File: config.mk
export PLATFORM = sky130hd
export DESIGN_NAME = fetch_ctrl
export DESIGN_NICKNAME = d
export VERILOG_FILES = /design/src/rtl/fetch_ctrl_pkg.sv /design/src/rtl/fetch_ctrl_timer.sv /design/src/rtl/fetch_ctrl.sv
export SDC_FILE = /design/constraint.sdc
export NUM_CORES = 1
export LEC_CHECK = 0
export ABC_AREA = 0
export BUFFER_PORTS_ARGS = -buffer_cell sky130_fd_sc_hd__buf_2
export CORE_MARGIN = 1.5
export CORE_UTILIZATION = 50
export DETAILED_ROUTE_END_ITERATION = 6
export PLACE_DENSITY_LB_ADDON = 0.25
export SYNTH_ARGS = -nofsm -noshare
export SYNTH_HDL_FRONTEND = slang
export SYNTH_HIERARCHICAL = 1
export SYNTH_SLANG_ARGS = --single-unit
File: constraint.sdc
create_clock -name clk -period 3.6 [get_ports clk]
set_input_delay 0.72 -clock clk [delete_from_list [all_inputs] [get_ports clk]]
set_output_delay 0.72 -clock clk [all_outputs]
set_load 0.01 [all_outputs]
File: src/rtl/fetch_ctrl_pkg.sv
// fetch_ctrl_pkg: shared state encodings, error causes and helpers for instruction fetch.
// Revision: 1.0
`default_nettype none

package fetch_ctrl_pkg;

   typedef enum logic [2:0] {
      ST_IDLE  = 3'd0,
      ST_REQ   = 3'd1,
      ST_VALID = 3'd2,
      ST_DRAIN = 3'd3,
      ST_ERR   = 3'd4
   } fetch_state_t;

   localparam logic [1:0] ERR_NONE     = 2'b00;
   localparam logic [1:0] ERR_MISALIGN = 2'b01;
   localparam logic [1:0] ERR_TIMEOUT  = 2'b10;

   function automatic logic word_aligned(input logic [1:0] lsb);
      return (lsb == 2'b00);
   endfunction

endpackage

`default_nettype wire

File: src/rtl/fetch_ctrl_timer.sv
// fetch_timer: request age counter; expired flags the last allowed unacknowledged cycle.
// Revision: 1.0
`default_nettype none

module fetch_timer #(
   parameter int TIMEOUT = 16,
   parameter int CNT_W   = 5
) (
   input  logic clk,
   input  logic rest,
   input  logic clear,
   input  logic en,
   output logic expired
);

   localparam logic [CNT_W-1:0] LIMIT = CNT_W'(TIMEOUT - 1);

   logic [CNT_W-1:0] count;

   always_ff @(posedge clk or negedge rest) begin
      if (!rest) begin
         count <= '0;
      end else if (clear) begin
         count <= '0;
      end else if (en && !expired) begin
         count <= count + 1'b1;
      end
   end

   assign expired = (count == LIMIT);

endmodule

`default_nettype wire

File: src/rtl/fetch_ctrl.sv
// fetch_ctrl: sequences PC-to-imem fetches, holds the PC, drops stale returns, reports fetch errors.
// Revision: 1.0
`default_nettype none

module fetch_ctrl
   import fetch_ctrl_pkg::*;
#(
   parameter int TIMEOUT = 16,
   parameter int CNT_W   = 5
) (
   input  logic        clk,
   input  logic        rest,
   input  logic [31:0] pc_addr,
   input  logic        flush,
   input  logic        stall,
   output logic        pc_hold,
   output logic        imem_req,
   output logic [31:0] imem_addr,
   input  logic        imem_ack,
   input  logic [31:0] imem_rdata,
   output logic [31:0] inst,
   output logic        inst_valid,
   output logic [31:0] inst_addr,
   output logic        fetch_err,
   output logic [1:0]  err_cause,
   output logic [31:0] err_addr
);

   fetch_state_t state;
   logic         aligned;
   logic         tmr_clear;
   logic         tmr_en;
   logic         tmr_expired;

   assign aligned   = word_aligned(pc_addr[1:0]);
   assign imem_addr = pc_addr;
   assign imem_req  = (state == ST_REQ) && aligned;
   assign pc_hold   = !rest ? 1'b1 : !(flush || ((state == ST_VALID) && !stall));

   // Any exit from REQ, and a flush+ack re-entry, restart the request age.
   assign tmr_clear = (state != ST_REQ) || flush || imem_ack;
   assign tmr_en    = (state == ST_REQ) && aligned;

   fetch_timer #(
      .TIMEOUT (TIMEOUT),
      .CNT_W   (CNT_W)
   ) u_timer (
      .clk     (clk),
      .rest    (rest),
      .clear   (tmr_clear),
      .en      (tmr_en),
      .expired (tmr_expired)
   );

   always_ff @(posedge clk or negedge rest) begin
      if (!rest) begin
         state      <= ST_IDLE;
         inst       <= '0;
         inst_addr  <= '0;
         inst_valid <= 1'b0;
         fetch_err  <= 1'b0;
         err_cause  <= ERR_NONE;
         err_addr   <= '0;
      end else begin
         fetch_err <= 1'b0;
         unique case (state)
            ST_IDLE: state <= ST_REQ;
            ST_REQ: begin
               if (flush) begin
                  // Only an issued, unanswered request leaves a return to drain.
                  state <= (imem_ack || !aligned) ? ST_REQ : ST_DRAIN;
               end else if (!aligned) begin
                  state     <= ST_ERR;
                  fetch_err <= 1'b1;
                  err_cause <= ERR_MISALIGN;
                  err_addr  <= pc_addr;
               end else if (imem_ack) begin
                  state      <= ST_VALID;
                  inst       <= imem_rdata;
                  inst_addr  <= pc_addr;
                  inst_valid <= 1'b1;
               end else if (tmr_expired) begin
                  state     <= ST_ERR;
                  fetch_err <= 1'b1;
                  err_cause <= ERR_TIMEOUT;
                  err_addr  <= pc_addr;
               end
            end
            ST_VALID: begin
               if (flush || !stall) begin
                  state      <= ST_REQ;
                  inst_valid <= 1'b0;
               end
            end
            ST_DRAIN: if (imem_ack) state <= ST_REQ;
            ST_ERR:   if (flush) state <= ST_REQ;
            default:  state <= ST_IDLE;
         endcase
      end
   end

endmodule

`default_nettype wire

==> metrics.cfg <==
[clocking]
numCtsBuffers = 9
cts.clk_slew.worst_paths_ps = 100
cts_tree = built
htree_num_levels = 3
ctsResizeCount = 0
ctsLongestPathBuffers = 2
clkLatencyLatePin_ps = 360
ctsHoldBuffers = 0
root_buffer = clkbuf_8
post_cts_buffers = 0
cts.sinks = 108

[route]
avgRoutedWirePerCell_um = 15.09
ant_nets = 0
drt_wl_total_um = 8855
drtPass1Iterations = 4
drc_errors = 0
drtIter0Drc = 86
vias_per_cell = 4.928
route.vias.total = 2893

[layout]
syn_to_final_growth_pct = 23.83
final_layout_size_suffix_gt1_share_pct = 60.88
ff_latch_area_mm2 = 0.002703
multi_input_area_mm2 = 0.001446
fill_cells = 701
nets = 544

[sta]
rsz0062_at_grt = false
drv_slew = 0
post-route-period-util_pct = 73.99
whs_ps = 460.9
final_hold_viol_count = 0
finalSetupViolations = 0
tightest_slew_ps = 742.7
fin_skew_ps = 14.56
timing.setup.tns_ps = 0
period_needed_ps = 2664
fmax_mhz = 375.4
slew-limit-headroom_pct = 50.49

[pwr]
ir_worst_vdd_uv = 400.4
p_per_area_mw_per_mm2 = 793.9
leakage_nw = 2.839

[setup_path]
path_max_fanout = 6
cp.depth = 4
critPathBufInv = 2
cp_cell_sequence = buf_2, nor2_1, nor4bb_1, buf_2
worst_path_max_delay_cell = nor4bb_1
crit_arrival_ps = 1940
critPathKind = primary input to primary output
critical_path_required_ps = 2880
path_common_cell = buf_2
cp_top_family = simple AND/OR/NAND/NOR gates
r2r_setup_slack_ps = 1140
critical_path.max_stage_delay_ps = 640
critical_path.startpoint_type = primary input
crit_path_end_kind = primary output
reg2reg_depth = 5

[logic_synthesis]
synthArstFlopShare_pct = 100.0
netlist.area_leader.share_pct = 60.49
synthFlopType = dfrtp_1
yosysUniqueCellTypes = 40
synth_edf_count = 0
yosysTopAreaCell = dfrtp_1
syn_nets = 369
ys_ff_latch = 108
netlist_area_mm2 = 0.004468
ys_warn_count = 6
synth_area_leaders = dfrtp_1, mux2_2, mux2_1, buf_4, buf_6
ys_seq_area_share_pct = 60.49
syn_area_per_cell_um2 = 14.99
synth_cells = 298

[floorplanning]
io_pins = 203
die_width_um = 97.53
start_util_pct = 51.49
die_y_um = 97.53
dieArea_mm2 = 0.009512
core_area_mm2 = 0.008678
rows = 34

[global_routing]
antenna_found_initial = 1
grt_use_total_pct = 19.28
first_global_vias = 2955
grt-ovfl-total = 0
grt_max_degree = 62
grt_pass1_wl_um = 14590

[worst_hold_path]
hold_class = primary input to asynchronous set/reset pin

[placement]
place_congestion = 0.8229
dp.final_hpwl_um = 6660
io_buffers = 202

[flow_run]
cap_violations = 0

[run_status]
status = complete, no violations

==> cell usage in the layout (no fill, tap or decap), types with 3 or more instances in the layout <==
cell	synthesis	layout
a22o_1	3	3
buf_2	1	201
buf_4	35	4
clkbuf_8	0	10
dfrtp_1	108	108
inv_1	3	3
mux2_1	30	30
mux2_2	64	64
nor2_1	9	9
o21ai_0	4	4
==> report_power, final <==
part,switching [mW],total [mW],internal (mW)
combinational,0.808,1.67,0.864
clock,0.397,0.674,0.277
sequential,0.275,2.05,1.77
==> cell families (layout without fill, tap and decap cells) <==
group           Yosys count  count (layout)  share of synthesized area [%]
flops                   108             108                          60.49
mux                      95              95                          23.91
buf+inv                  45             225                          7.589
simple gates             29              29                          4.257
compound gates           16              16                          2.605
xor+xnor                  3               3                         0.5882
fa+ha+maj                 2               2                         0.5600
other cells               0               1                              0
==> flip-flops by register name, summed over array words and instances, names as in the netlist <==
name           flops
err_addr          32
inst              32
inst_addr         32
u_timer/count      5
state              3
err_cause          2
fetch_err          1
inst_valid         1
==> layer usage <==
| layer | GRT usage, % | part of all wire (%) | wire length (um) |
|---|---|---|---|
| met1 | 23.47 | 40 | 3513 |
| met5 | 0 | 0 | 0 |
| met2 | 33.92 | 54 | 4740 |
| met4 | 5.495 | 1.0 | 91 |
| met3 | 4.892 | 5.8 | 510 |
==> stage by stage <==
stage          instances  setup slack [ps]  cell area [um^2]  power [mW]  util [%]
2_1_floorplan        298              1239              4468       2.989         -
3_3_place_gp         570             906.1              5351       3.706     61.66
3_5_place_dp         570             792.6              5351       3.787     61.66
4_1_cts              586             944.6              5530       4.454     63.73
5_1_grt              587             861.8              5533       4.676     63.75
6_report             587             936.3              5533       4.392     63.75
==> worst paths after layout <==
check,from,end
hold / removal,rest,err_addr[0]$_DFFE_PN0P_
hold reg to reg,inst_addr[1]$_DFFE_PN0P_,inst_addr[1]$_DFFE_PN0P_
min in group clk,inst_addr[1]$_DFFE_PN0P_,inst_addr[1]$_DFFE_PN0P_
setup / recovery,pc_addr[1],imem_req
setup reg to reg,state[1]$_DFFE_PN0P_,err_addr[27]$_DFFE_PN0P_
max in group asynchronous,rest,err_addr[27]$_DFFE_PN0P_
==> cells in the mapped netlist, drive strengths merged (2+ instances only) <==
library cell  number
dfrtp            108
xor2               2
mux2              94
nor3               2
and2               2
ha                 2
nor2b              2
buf               41
nor2               9
a22o               3
nand2b             2
nand2              3
o21ai              5
inv                3
==> layout make-up <==
cell class,count,area share [%]
inverters,3,0.2035
multi-input cells,145,26.14
repair buffers,206,19.09
clock buffers,12,2.623
well taps,108,2.442
diodes,1,0.04523
flip-flops and latches,108,48.85
clock inverters,4,0.6106
Note: power is estimated with default switching activity, not from simulation.
